<file path="config.mk">
export PLATFORM = sky130hd
export DESIGN_NAME = alu_issue
export DESIGN_NICKNAME = d
export VERILOG_FILES = /design/src/rtl/alu_issue_pkg.sv /design/src/rtl/alu_issue_if.sv /design/src/rtl/alu_decode.sv /design/src/rtl/alu_issue.sv
export SDC_FILE = /design/constraint.sdc
export NUM_CORES = 1
export LEC_CHECK = 0
export CORE_MARGIN = 2
export CORE_UTILIZATION = 45
export CTS_BUF_LIST = sky130_fd_sc_hd__clkbuf_16
export CTS_CLUSTER_DIAMETER = 120
export CTS_CLUSTER_SIZE = 20
export DETAILED_ROUTE_END_ITERATION = 8
export GPL_TIMING_DRIVEN = 0
export HOLD_SLACK_MARGIN = 0.06
export PLACE_DENSITY_LB_ADDON = 0.05
export REMOVE_ABC_BUFFERS = 1
export SYNTH_ARGS = -nofsm -noshare
export SYNTH_HDL_FRONTEND = slang
export SYNTH_SLANG_ARGS = --single-unit
</file>
<file path="constraint.sdc">
create_clock -name iClk -period 4.1 [get_ports iClk]
set_input_delay 1.23 -clock iClk [delete_from_list [all_inputs] [get_ports iClk]]
set_output_delay 1.23 -clock iClk [all_outputs]
set_load 0.1 [all_outputs]
</file>
<file path="src/rtl/alu_issue_pkg.sv">
// Shared ALU opcode encoding, RV32I major opcodes and the issue-entry record
// used by both the decoder and the skid buffer.
package alu_issue_pkg;

  typedef enum logic [3:0] {
    ALU_ADD  = 4'd0,
    ALU_SUB  = 4'd1,
    ALU_XOR  = 4'd2,
    ALU_OR   = 4'd3,
    ALU_AND  = 4'd4,
    ALU_SLL  = 4'd5,
    ALU_SRL  = 4'd6,
    ALU_SRA  = 4'd7,
    ALU_SLT  = 4'd8,
    ALU_SLTU = 4'd9
  } alu_op_e;

  localparam logic [6:0] OPC_OP     = 7'b0110011;
  localparam logic [6:0] OPC_OP_IMM = 7'b0010011;
  localparam logic [6:0] OPC_LUI    = 7'b0110111;
  localparam logic [6:0] OPC_AUIPC  = 7'b0010111;

  localparam logic [6:0] F7_BASE = 7'b0000000;
  localparam logic [6:0] F7_ALT  = 7'b0100000;

  typedef struct packed {
    logic [3:0]  op;
    logic [31:0] a;
    logic [31:0] b;
    logic [4:0]  rd;
    logic        illegal;
  } issue_entry_t;

  // funct3 -> ALU op; alt selects SUB/SRA in the two slots that have variants.
  function automatic logic [3:0] f3_to_op(input logic [2:0] f3, input logic alt);
    logic [3:0] op;
    case (f3)
      3'b000:  op = alt ? ALU_SUB : ALU_ADD;
      3'b001:  op = ALU_SLL;
      3'b010:  op = ALU_SLT;
      3'b011:  op = ALU_SLTU;
      3'b100:  op = ALU_XOR;
      3'b101:  op = alt ? ALU_SRA : ALU_SRL;
      3'b110:  op = ALU_OR;
      default: op = ALU_AND;
    endcase
    return op;
  endfunction

endpackage

</file>
<file path="src/rtl/alu_issue_if.sv">
// Decoded ALU operation bundle: opcode, operands, destination and illegal flag.
interface alu_issue_if;
  logic [3:0]  op;
  logic [31:0] a;
  logic [31:0] b;
  logic [4:0]  rd;
  logic        illegal;

  modport master (output op, a, b, rd, illegal);
  modport slave  (input  op, a, b, rd, illegal);
endinterface

</file>
<file path="src/rtl/alu_decode.sv">
// Combinational RV32I integer-ALU decoder; illegal words collapse to a zeroed ADD.
module alu_decode
  import alu_issue_pkg::*;
#(
  parameter int XLEN = 32
) (
  input  logic [31:0]     instr_i,
  input  logic [XLEN-1:0] pc_i,
  input  logic [XLEN-1:0] rs1_i,
  input  logic [XLEN-1:0] rs2_i,
  alu_issue_if.master     dec_if
);

  logic [6:0]      opcode;
  logic [2:0]      funct3;
  logic [6:0]      funct7;
  logic            legal;
  logic [3:0]      op;
  logic [XLEN-1:0] a;
  logic [XLEN-1:0] b;

  assign opcode = instr_i[6:0];
  assign funct3 = instr_i[14:12];
  assign funct7 = instr_i[31:25];

  always_comb begin
    legal = 1'b0;
    op    = ALU_ADD;
    a     = '0;
    b     = '0;
    case (opcode)
      OPC_OP: begin
        a = rs1_i;
        b = rs2_i;
        if (funct7 == F7_BASE) begin
          legal = 1'b1;
          op    = f3_to_op(funct3, 1'b0);
        end else if (funct7 == F7_ALT && (funct3 == 3'b000 || funct3 == 3'b101)) begin
          legal = 1'b1;
          op    = f3_to_op(funct3, 1'b1);
        end
      end
      OPC_OP_IMM: begin
        a = rs1_i;
        b = {{20{instr_i[31]}}, instr_i[31:20]};
        if (funct3 == 3'b001) begin
          b     = {27'b0, instr_i[24:20]};
          legal = (funct7 == F7_BASE);
          op    = ALU_SLL;
        end else if (funct3 == 3'b101) begin
          b     = {27'b0, instr_i[24:20]};
          legal = (funct7 == F7_BASE) || (funct7 == F7_ALT);
          op    = instr_i[30] ? ALU_SRA : ALU_SRL;
        end else begin
          // ADDI never becomes SUB: the immediate form has no funct7.
          legal = 1'b1;
          op    = f3_to_op(funct3, 1'b0);
        end
      end
      OPC_LUI: begin
        legal = 1'b1;
        b     = {instr_i[31:12], 12'b0};
      end
      OPC_AUIPC: begin
        legal = 1'b1;
        a     = pc_i;
        b     = {instr_i[31:12], 12'b0};
      end
      default: legal = 1'b0;
    endcase
  end

  assign dec_if.op      = legal ? op : ALU_ADD;
  assign dec_if.a       = legal ? a : '0;
  assign dec_if.b       = legal ? b : '0;
  assign dec_if.rd      = legal ? instr_i[11:7] : 5'd0;
  assign dec_if.illegal = ~legal;

endmodule

</file>
<file path="src/rtl/alu_issue.sv">
// ALU issue stage: decoder feeding a 2-entry skid buffer (output + skid register)
// with fully registered ready toward upstream.
module alu_issue
  import alu_issue_pkg::*;
#(
  parameter int XLEN = 32
) (
  input  logic            iClk,
  input  logic            nRst,
  input  logic            iFlush,
  input  logic            iValid,
  output logic            oReady,
  input  logic [31:0]     iInstr,
  input  logic [XLEN-1:0] iPC,
  input  logic [XLEN-1:0] iRs1,
  input  logic [XLEN-1:0] iRs2,
  output logic            oValid,
  input  logic            iReady,
  output logic [3:0]      oOP,
  output logic [XLEN-1:0] oA,
  output logic [XLEN-1:0] oB,
  output logic [4:0]      oRd,
  output logic            oIllegal
);

  typedef enum logic [1:0] {S_EMPTY, S_ONE, S_TWO} state_e;

  alu_issue_if dec_if ();

  alu_decode #(.XLEN(XLEN)) u_decode (
    .instr_i (iInstr),
    .pc_i    (iPC),
    .rs1_i   (iRs1),
    .rs2_i   (iRs2),
    .dec_if  (dec_if.master)
  );

  state_e       state_q, state_d;
  issue_entry_t out_q, out_d;
  issue_entry_t skid_q, skid_d;
  issue_entry_t dec_entry;
  logic         ready_q;
  logic         accept;

  assign dec_entry = '{op: dec_if.op, a: dec_if.a, b: dec_if.b,
                       rd: dec_if.rd, illegal: dec_if.illegal};

  // ready_q is low in TWO, so accept can never fire there.
  assign accept = iValid && ready_q && !iFlush;

  always_comb begin
    state_d = state_q;
    out_d   = out_q;
    skid_d  = skid_q;
    if (iFlush) begin
      state_d = S_EMPTY;
    end else begin
      case (state_q)
        S_EMPTY: begin
          if (accept) begin
            out_d   = dec_entry;
            state_d = S_ONE;
          end
        end
        S_ONE: begin
          if (accept && iReady) begin
            out_d = dec_entry;
          end else if (accept) begin
            skid_d  = dec_entry;
            state_d = S_TWO;
          end else if (iReady) begin
            state_d = S_EMPTY;
          end
        end
        S_TWO: begin
          if (iReady) begin
            out_d   = skid_q;
            state_d = S_ONE;
          end
        end
        default: state_d = S_EMPTY;
      endcase
    end
  end

  always_ff @(posedge iClk) begin
    if (!nRst) begin
      state_q <= S_EMPTY;
      out_q   <= '0;
      skid_q  <= '0;
      ready_q <= 1'b0;
    end else begin
      state_q <= state_d;
      out_q   <= out_d;
      skid_q  <= skid_d;
      ready_q <= (state_d != S_TWO);
    end
  end

  assign oReady   = ready_q;
  assign oValid   = (state_q != S_EMPTY);
  assign oOP      = out_q.op;
  assign oA       = out_q.a;
  assign oB       = out_q.b;
  assign oRd      = out_q.rd;
  assign oIllegal = out_q.illegal;

endmodule

</file>
# Yosys cells after proc, flatten, opt, wreduce, memory -nomap -nowiden
# Index checks and enable logic that the tools add are counted.
# classes
addsub	0
mul	0
div	0
order_cmp	0
n_eq_ne	17
shift	0
mux	33
bitwise	3
n_reduce_logical	16
# ops
operator	n
$mux 74	3
$pmux 74 s3	1
$mux 32	4
$pmux 32 s3	1
$pmux 32 s2	1
$pmux 4 s7	2
$eq 7x6->1 const B	3
$mux 4	5
$pmux 4 s5	1
$eq 7x5->1 const B	2
$mux 2	6
$eq 3x3->1 const B	3
$ne 2x2->1 const B	4
$pmux 4 s2	1
$logic_not 7->1	1
$eq 3x2->1 const B	2
$pmux 2 s3	1
$mux 1	5
$mux 5	1
$reduce_and 5->1	1
$logic_and 1x1->1	4
$reduce_and 4->1	1
$reduce_or 2->1	2
$eq 3x1->1 const B	1
other kinds (10)	13
# totals
reg_bits	151
latchBits	0
ram_bits	0
romBits	0
input_bits	133
out_inout_bits	76
elab_cells	81
mem_count	0

# Depth between registers and ports, before layout
# logic_depth
ltp_word	9
mapped_depth	8
mapped_depth_nobuf	5

# Hierarchy
# From an unflattened synthesis, not the netlist that was laid out.
# hier_totals
cells_unflattened	919
hier_area_um2	8190.4
# modules_own_cells
mod	instances	cells_each	area_each_um2	seq_area_each_um2
alu_issue	1	670	6338.6	3022.9
alu_decode	1	249	1851.8	0.0

# Worst setup path before layout
# Ideal clock, no wire load.
# synth_path
path_type	input port to flip-flop
startpoint	in iInstr[3]
endpoint	reg out_q (netlist bit oB[4])
setup_ns	0.092
arrival_time_ns	2.723
t_required_ns	4.008
slack_ns	1.285
stages	5
n_path_buf	0
cell_sequence	nand2b_4 -> or4_4 -> or3_1 -> or3_4 -> o32ai_1
# synth_between
elab_chain_cells	6
word_cells_on_any_way	11
classes_between	eq/ne (4); mux (6); reduce/logical (1)
# synth_lines
element	line	rtl
from (decl)	alu_issue.sv:13	input logic [31:0] iInstr,
$eq 7x6->1 / $eq 7x5->1 (equally long branches)	alu_decode.sv:31	case (opcode)
$reduce_or 2->1 (no source line)	--	
$pmux 32 s3 / $pmux 1 s3 (equally long branches)	alu_decode.sv:31	
$mux 32 (*)	alu_decode.sv:75	assign dec_if.b = legal ? b : '0;
$mux 74 (on tied branches)	alu_issue.sv:66, alu_issue.sv:60	
$pmux 74 s3 (*)	alu_issue.sv:58	case (state_q)
to (signal assigned)	alu_issue.sv:94	out_q <= out_d;
to (decl)	alu_issue.sv:39	issue_entry_t out_q, out_d;
# Mark *: on every way between the ends. The rest lies on a longest branch, timed or not. The select of a mux whose other input is x is not followed.
# A chain may end at the register's enable or synchronous reset.

# Final worst setup path
# layout_path
startpoint	in iInstr[2]
endpoint	reg skid_q[65] (netlist bit)
# layout_between
elab_chain_cells	4
word_cells_on_any_way	9
classes_between	eq/ne (4); mux (3); reduce/logical (2)
# layout_lines
element	line	rtl
$eq 7x6->1 / $eq 7x5->1 (equally long branches)	alu_decode.sv:31	
$reduce_or 2->1 (no source line)	--	
$pmux 1 s3 / $pmux 32 s2 (equally long branches)	alu_decode.sv:31	
$mux 32 (*)	alu_decode.sv:74	assign dec_if.a = legal ? a : '0;
to (signal assigned)	alu_issue.sv:95	skid_q <= skid_d;
to (decl)	alu_issue.sv:40	issue_entry_t skid_q, skid_d;
# Mark *: on every way between the ends. The rest lies on a longest branch, timed or not.

==> flow_summary.json <==
{
  "fmax_ghz": 0.272,
  "power_frac_seq_pct": 39.0,
  "coreArea_um2": 15700,
  "wl_per_cell_um": 17.8,
  "final.min_clock_period_ps": 3680,
  "drv_slew": 0,
  "cp_slowest_stage_delay_ps": 720,
  "finalHoldViolCount": 0,
  "area_growth_pct": 41.1,
  "cts_buffer_depth": 2,
  "min_path_type": "flop to flop",
  "path_max_fanout": 54,
  "crit-reg2reg-capture": "oA[10]",
  "setup-violations-final": 0,
  "status": "finished, final reports clean",
  "worstPathRequired_ps": 4400,
  "slew_headroom_pct": 27.9,
  "power_uw": 3900,
  "drc": 0,
  "pin_count": 209,
  "setup_slack_ps": 421,
  "critPathCaptureType": "flop",
  "p_clk_share_pct": 41.5,
  "cpMostUsedCell": "buf_16",
  "p_per_area_nw_per_um2": 387,
  "vias": 7535,
  "vdd_drop_max_mv": 0.321,
  "drt_pre_antenna_iters": 4,
  "synthSimpleGateAreaFrac_pct": 20.1,
  "die_area_um2": 16900,
  "power.internal_uw": 2700,
  "antenna_found_initial": 0,
  "arrival_ps": 3980,
  "overflow": 0,
  "std_cell_rows": 46,
  "syn_avg_cell_area_um2": 7.89,
  "leakagePower_uw": 0.00346,
  "netlist_instances": 907,
  "hpwl_um": 13800,
  "layout.nets": 1178,
  "root_buffer": "clkbuf_16",
  "clk_pin_slew_worst_paths_ps": 70,
  "synth_top_area_share_pct": 42.3,
  "drtIter0Drc": 567,
  "rsz0062_at_grt": "false",
  "place_area_um2": 9480,
  "initial_utilization_pct": 45.5,
  "max-cap-violations": 0,
  "n_antenna_cell": 0,
  "drive_above_1_share_pct": 7.09,
  "rr_worst_depth": 7,
  "chipWidth_um": 130,
  "cpLargestDelayFamily": "buffers and inverters",
  "cts_tree": "yes",
  "fin_util_pct": 64.3,
  "yosys.cell_count.top_type": "a21oi_1",
  "die_h_um": 130,
  "async_reset_ff_share_pct": 0,
  "synth_top_family_by_area": "compound AO/OA/AOI/OAI gates",
  "synth-xor-area-share_pct": 0.245,
  "grt_pass1_vias": 6947,
  "clock_skew_ps": 8.39,
  "synth_compound_area_share_pct": 30.6,
  "critPathKind": "input port to flop",
  "synth-edff-count": 0,
  "dp_slack_ps": -810,
  "vias_per_cell": 5.91,
  "port_buffers": 208,
  "finalWirelength_um": 22700,
  "p_comb_share_pct": 19.5,
  "ys_types": 49,
  "ant_nets": 0,
  "min_period_over_period_pct": 89.7,
  "synthesis.area_um2": 7150,
  "rr_startpoint": "state_q[1]",
  "worst-path-stages": 8,
  "critPathLaunch": "iInstr[2]",
  "crit_path_top_delay_cell": "clkdlybuf4s15_1",
  "tightest_slew_ps": 1080,
  "ys.warnings.count": 0,
  "ys_seq_area_share_pct": 42.3,
  "grt_max_degree": 146,
  "htreeDepth": 4,
  "track_usage_pct": 26.3,
  "grt_pass1_wl_um": 35700,
  "power_switching_uw": 1210,
  "synthFlopType": "dfxtp_1",
  "endpoint": "skid_q[65]",
  "netlist_top_cells_area": "dfxtp_1 42%, a21oi_1 11%, o21ai_0 8.7%",
  "yosys_register_bits": 151,
  "path_cells": "clkdlybuf4s15_1 -> inv_6 -> o21ai_4 -> buf_12 -> buf_16 -> nand2_2 -> buf_16 -> o21ai_0",
  "worstSetupStartpointType": "input port",
  "p_sw_share_pct": 30.9,
  "gp_congestion": 0.749,
  "postCtsHoldBufs": 0,
  "clkLatencyLatePin_ps": 420,
  "r2r_setup_slack_ps": 1330,
  "clock_sinks": 151,
  "fin_area_um2": 10100,
  "numCtsBuffers": 17,
  "yosys-top-cells-count": "152 x a21oi_1, 151 x dfxtp_1, 125 x o21ai_0, 121 x nand3_1, 91 x clkbuf_1",
  "synth.area.mux_share_pct": 0.787,
  "cp.buffers_inverters": 5,
  "synth_fa_ha_area_share_pct": 0,
  "synth_largest_area_cell": "dfxtp_1"
}
-- placed cells by master, fill, tap and decap left out, drive strengths merged, types with 3 or more instances in the layout --
cell / instances
clkbuf: 17
o32ai: 5
mux2: 5
a21oi: 152
nor2: 22
clkdlybuf4s50: 205
nand2b: 6
nor3: 3
inv: 15
nand3: 121
or3: 4
a22o: 38
nor2b: 3
nand4: 62
a32oi: 3
a221oi: 7
a2bb2oi: 17
buf: 20
dfxtp: 151
o21ai: 136
nand3b: 3
nand2: 29
-- power groups by stage --
stage          clock network [uW]  registers, uW  logic, uW
6_report                     1620           1520        761
3_3_place_gp                    0           1550        747
5_1_grt                      1700           1530        803
2_1_floorplan                   0           1820        171
3_5_place_dp                    0           1550        758
4_1_cts                      1640           1520        761
-- worst reg2reg max path, cell delays in order (launching register included) --
cell     delay, ps
dfxtp_1        390
nor2b_4        510
buf_12         280
a22oi_1        180
nor2_4         770
buf_12         280
o21ai_0        120
a21oi_1        150
-- final cells by class --
class	instances	area [um2]
well taps	216	270
inverters	4	20.0
fillers	1416	5620
repair buffers	226	2420
clock buffers	17	425
clock inverters	15	180
flip-flops and latches	151	3020
multi-input cells	645	3760
-- per-layer routing --
metal | global-route usage (%) | up-vias | wire length (um)
li1 | - | 3679 | -
met1 | 34.0 | 3554 | 10200
met2 | 44.7 | 283 | 10700
met3 | 5.37 | 19 | 1560
met4 | 7.53 | 0 | 234
met5 | 0 | - | 0
-- sequential cells by signal, indices dropped and copies added, names as in the netlist --
register,cells
oA,32
oB,32
oIllegal,1
oOP,4
oRd,5
oReady,1
skid_q,74
state_q,2
-- stage by stage --
stage	hold WS [ps]	instances	setup TNS [ps]
after floorplan	432	800	-262260
after global placement	440	1224	-947970
after detailed placement	448	1241	-54510
after CTS	457	1273	0
after global routing	476	1274	0
final	456	1274	0
-- timing repair --
item / in CTS / in global routing
endpoints found under the hold margin: 0 / 0
setup endpoints to repair: 71 / 14
pin swaps: 0 / 1
buffers inserted: 0 / 1
resized for setup: 2 / 2
-- cell families after synthesis --
family                 after synthesis
AO/OA/AOI/OAI                      375
AND/OR/NAND/NOR                    263
flip-flops                         151
XOR/XNOR                             2
multiplexers                         5
buffers and inverters              111
-- how the worst min path moves through the flow --
stage,cells past startpoint,endpoint,start,slack (ps)
after floorplan,2,skid_q[17],skid_q[17],430
after global placement,2,skid_q[3],skid_q[3],440
after detailed placement,2,skid_q[3],skid_q[3],450
after CTS,2,skid_q[2],skid_q[2],460
after global routing,2,skid_q[11],skid_q[11],480
final,2,skid_q[5],skid_q[5],460
(Power assumes the default switching activity.)
==> patch 1 (same flow settings) <==
Reset style: asynchronous (`nRst`), changed in one clocked block.
--- a/src/rtl/alu_issue.sv
+++ b/src/rtl/alu_issue.sv
@@ -83,7 +83,7 @@
     end
   end
 
-  always_ff @(posedge iClk) begin
+  always_ff @(posedge iClk or negedge nRst) begin
     if (!nRst) begin
       state_q <= S_EMPTY;
       out_q   <= '0;
Check against the original RTL: differs if nRst is asserted again (counterexample within 4 cycles, from zero or initial values and one cycle with nRst low); with nRst held inactive, the same outputs for 4 cycles.
==> patch 1 against the original RTL <==
Via count fell by 7.9%. Area after synthesis rose by 8.5%. Clock power rose by 5%. Worst setup slack got worse by 170 ps. Critical path depth fell by 1. First-iteration DRC count fell by 24%. Routed wire length fell by 3.2%. Cell area rose by 7.1%. Count of clock-buffer cells in the layout did not move. Largest power group unchanged. Final cell count fell by 2.4%. Sequential cell count did not move. Clock skew barely moved. Total power rose by 14%.
==> patch 1: results (changes against the original RTL) <==
| Metric | Value |
|---|---|
| Status | finished, final reports clean |
| TNS Setup | 0 ps (unchanged) |
| Static Leakage | 0.004408 µW (+27%) |
| First-pass GRT wire length | 35.11 mm (-1.8%) |
| GRT Util Overall | 24.24% (-2.1 points) |
| Placed cell areas | 10,170 µm² (+7.2%) |
| Dpl ws | -348.5 ps (+461.4 ps) |
| Gate Count Post-Synth | 843 (-7.1%) |
| Initial antenna violation count | 0 (unchanged) |
| Post-CTS resize count | 0 (-2) |
| Peak supply drop | 301.1 µV (-6.3%) |
| R2R Setup Slk | 1430 ps (+100 ps) |
| Wirelength per Cell | 17.67 µm (-0.82%) |
| WHS Endpoint | skid_q[15] |
| Cells on worst reg2reg path | 6 (-1) |
| Post-CTS setup buffers | 0 (unchanged) |
| Vias in the first global route | 6,586 (-5.2%) |
| Clk pin slew, worst setup/hold paths | 60 ps |
| Share of cells above drive strength 1 | 6.287% (-0.80 points) |
| Register area share after synthesis | 48.68% (+6.4 points) |
| Vias post-DR | 6,936 (-7.9%) |
| Max Root-Sink Buffers | 2 (unchanged) |
| Synthesis Warnings | 0 (unchanged) |
| Worst hold stages | 2 (unchanged) |
| Top FF cell, synth | dfrtp_1 |
| Dominant cells by area after synthesis | dfrtp_1 (49%), a21oi_1 (7.0%), a22o_1 (4.5%) |
| Max reg flops | 74 (unchanged) |
| Clock skew | 8.433 ps (+0.04372 ps) |
| Worst Path Max Fanout | 21 (-61%) |
| Htree depth | 4 (unchanged) |
| Slew headroom | 30.92% (+3.0 points) |
| WP data arrival | 4180 ps (+200 ps) |
| Hold_ws | 465.7 ps (+9.969 ps) |
| Min-Delay Path Class | flop to flop |
| Starting DRT DRC Count | 431 (-24%) |
| Antenna viol nets, final | 0 (unchanged) |
| CTS Buf Count | 17 (unchanged) |
| DP Wirelength | 13.61 mm (-1.4%) |
| 1st-pass router iterations | 4 (unchanged) |
| R2R Path Start | state_q[0] |
| Final Wtd Congestion | 0.7659 (+2.2%) |
| Post-synth ARST share | 100.0% (+100 points) |
| Worst Hold Launch | skid_q[15] |
| Largest register by flop count | skid_q |
| Non-filler cells, final | 1,243 (-2.4%) |
| Port bufs | 208 (unchanged) |
| Clock root cell | clkbuf_16 |
| Largest net degree at the start of global routing | 109 (-25%) |
| R2r endpoint | oOP[3] |
| Clock latency on the worst-skew pair | 420 ps (about the same) |
| Final nets | 1,138 (-3.4%) |
| Diodes inserted | 0 (unchanged) |
| Top post-synthesis cells by count | dfrtp_1 (151), a21oi_1 (108), nand2_1 (86) |
| Unique masters post-synth | 42 (-14%) |
-- patch 1: changes by cell type after synthesis, moves of 31 or more --
cell and delta:
nand2_1 +57, o31ai_1 +34, dfrtp_1 +151, a21oi_1 -44, nand4_1 -61, and2_1 +32, or4_1 +32, o21ai_0 -82
mux2i_1 +34, dfxtp_1 -151, nand3_1 -116, nor3_1 +31, nor2b_1 +36
-- patch 1: area by class of cell --
cell class                 count  area [µm²]
fill                        1540        6237
clock buffer                  17       425.4
multi-input combinational    593        3692
inverter                      20       75.07
tap                          225       281.5
clock inverter                15       209.0
sequential                   151        3779
timing repair buffer         222        2357
-- patch 1: metal layers --
layer	vias up	wire length [µm]	track usage, %
li1	3359	-	-
met1	3385	10060	34.38
met2	177	10390	37.79
met3	15	1305	5.612
met4	0	209	6.134
met5	-	0	0
-- patch 1: worst max-delay path: stages --
cell and delay (ps):
clkdlybuf4s50_1 460, or4_4 600, o21ai_1 480, nand4b_1 390, or2_1 560, buf_16 270, o21ai_0 170
-- patch 1: worst max-delay path by stage --
stage,from,end,slack (ps)
global route,iInstr[26],oB[29],50
finish,iInstr[26],oB[16],250
CTS,iInstr[6],oA[25],90
floorplan,state_q[0],oOP[3],-3920
detailed placement,iInstr[6],oA[0],-350
global placement,state_q[0],oOP[3],-9340
-- patch 1: cell families after synthesis --
family | share of synthesized area (%)
and+or+nand+nor | 19.23
muxes | 4.529
AOI/OAI and AO/OA | 22.36
buffers and inverters | 4.981
DFF | 48.68
xor gates and xnor gates | 0.2257
-- patch 1: power breakdown --
part	leakage [µW]	internal (µW)	total (µW)	switching [µW]
Clock	0.000308	1070	1700	628
Sequential	0.00202	1570	1610	40.1
Combinational	0.00208	337	1150	809
Total	0.00441	2980	4450	1480
==> patch 2 (config.mk and constraints unchanged) <==
Made on the original files. Re-encode `state_e` (3 states) as one-hot, 3 bits wide.
--- a/src/rtl/alu_issue.sv
+++ b/src/rtl/alu_issue.sv
@@ -23,7 +23,7 @@
   output logic            oIllegal
 );
 
-  typedef enum logic [1:0] {S_EMPTY, S_ONE, S_TWO} state_e;
+  typedef enum logic [2:0] {S_EMPTY = 3'b001, S_ONE = 3'b010, S_TWO = 3'b100} state_e;
 
   alu_issue_if dec_if ();
 
Behaviour: same outputs for any inputs over 4 cycles, from zero or initial values and one cycle with nRst low; so few cycles prove little.
==> patch 2 against the original RTL <==
Sequential cell count grew 1. Area after synthesis grew 4.2%. Total power is 10% lower. Cell area rose by 2.4%. Non-clock buffer count up 6. Worst setup slack worse by 220 ps. Routed wire length grew 4.6%. Critical path type unchanged.
==> patch 2: results (changes against the original RTL) <==
| Metric | Value |
|---|---|
| First-pass GRT wire length | 37.78 mm (+5.7%) |
| Min-Delay Path Class | flop to flop |
| Clock latency on the worst-skew pair | 440 ps (+20 ps) |
| Number of flops mapped to enable cells by yosys | 0 (unchanged) |
| Hold_ws | 454.1 ps (-1.607 ps) |
| Vias in the first global route | 7,179 (+3.3%) |
| Largest register by flop count | skid_q |
| Placed cell areas | 9771 µm² (+3.1%) |
| Port bufs | 208 (unchanged) |
| WP data arrival | 4220 ps (+240 ps) |
| Status | finished, final reports clean |
| Slew headroom | 18.00% (-9.9 points) |
| Avg Cell Area, Syn | 7.921 µm² (+0.42%) |
| Peak supply drop | 376.3 µV (+17%) |
| CP max-delay cell | nor2b_1 |
| Diodes inserted | 0 (unchanged) |
| Post-synth ARST share | 0% (unchanged) |
| Routed wire length | 23.75 mm (+4.6%) |
| Max reg flops | 74 (unchanged) |
| Register area share after synthesis | 40.83% (-1.4 points) |
| Placed Instances | 1,293 (+4.2%) |
| Clock skew | 13.31 ps (+4.925 ps) |
| Unique masters post-synth | 55 (+12%) |
| Via density | 5.880 (-0.58%) |
| Final nets | 1,225 (+4.0%) |
| Largest net degree at the start of global routing | 89 (-39%) |
| Dominant cells by area after synthesis | dfxtp_1 (41%), nand2_1 (7.9%), a22o_1 (6.5%) |
| Clock root cell | clkbuf_16 |
| Starting DRT DRC Count | 706 (+25%) |
| Worst Path Max Fanout | 15 (-72%) |
| Top post-synthesis cells by count | nand2_1 (156), dfxtp_1 (152), clkbuf_1 (81) |
| R2R Setup Slk | 1260 ps (-70 ps) |
| Max incr delay on CP | 720 ps (about the same) |
| FILL cells | 1,469 (+3.7%) |
| Clk pin slew, worst setup/hold paths | 60 ps |
| Delay-heaviest family, CP | compound AO/OA/AOI/OAI gates |
| Final Worst Setup Slack | 203.4 ps (-217.7 ps) |
| Share of cells above drive strength 1 | 7.240% (+0.15 points) |
| Top FF cell, synth | dfxtp_1 |
| Initial antenna violation count | 0 (unchanged) |
| GRT Util Overall | 26.44% (+0.13 points) |
| DP Wirelength | 15.07 mm (+9.2%) |
| Synthesis Warnings | 0 (unchanged) |
| 1st-pass router iterations | 5 (+1) |
| Dpl ws | -1667 ps (-857.5 ps) |
| Htree depth | 4 (unchanged) |
| Final Wtd Congestion | 0.8294 (+11%) |
| Static Leakage | 0.003863 µW (+11%) |
| Vias post-DR | 7,791 (+3.4%) |
| Max Root-Sink Buffers | 2 (unchanged) |
| CTS Buf Count | 17 (unchanged) |
-- patch 2: power breakdown --
| group | total (µW) | switching (µW) | leakage (µW) | internal, µW |
|---|---|---|---|---|
| sequential | 1500 | 9.41 | 0.00123 | 1490 |
| combinational | 510 | 315 | 0.00237 | 196 |
| clock | 1490 | 662 | 0.000264 | 833 |
| total | 3510 | 986 | 0.00386 | 2520 |
-- patch 2: per-layer routing --
layer	wire (µm)	GRT usage [%]	vias to the layer above
met4	376	8.781	0
met2	10860	41.51	299
met3	1612	6.015	22
li1	-	-	3765
met1	10890	36.03	3705
met5	0	0	-
-- patch 2: worst paths after layout --
path,from,end,cells past startpoint
max,iInstr[12],skid_q[48],8
min,skid_q[15],skid_q[15],2
max reg2reg,state_q[0],oRd[1],5
min reg2reg,skid_q[15],skid_q[15],2
-- patch 2: timing repair --
action	in CTS	in global routing
setup buffers	0	0
gates resized for setup	5	3
setup endpoints to repair	115	53
-- patch 2: cell families (layout without fill, tap and decap cells) --
logic type | count (synthesis) | count (layout) | synth area share [%]
AOI/OAI and AO/OA | 338 | 338 | 32.57
xor gates and xnor gates | 1 | 1 | 0.1175
buffers and inverters | 123 | 287 | 6.631
DFF | 152 | 152 | 40.83
muxes | 1 | 1 | 0.1343
and+or+nand+nor | 326 | 326 | 19.72
-- patch 2: area by class of cell --
class / instances / area [µm²] / share of cell area, %
multi-input cells: 666 / 3978 / 38.47
flip-flops and latches: 152 / 3043 / 29.43
repair buffers: 232 / 2400 / 23.21
clock buffers: 17 / 425.4 / 4.114
well taps: 220 / 275.3 / 2.662
clock inverters: 15 / 127.6 / 1.234
inverters: 23 / 91.34 / 0.8834
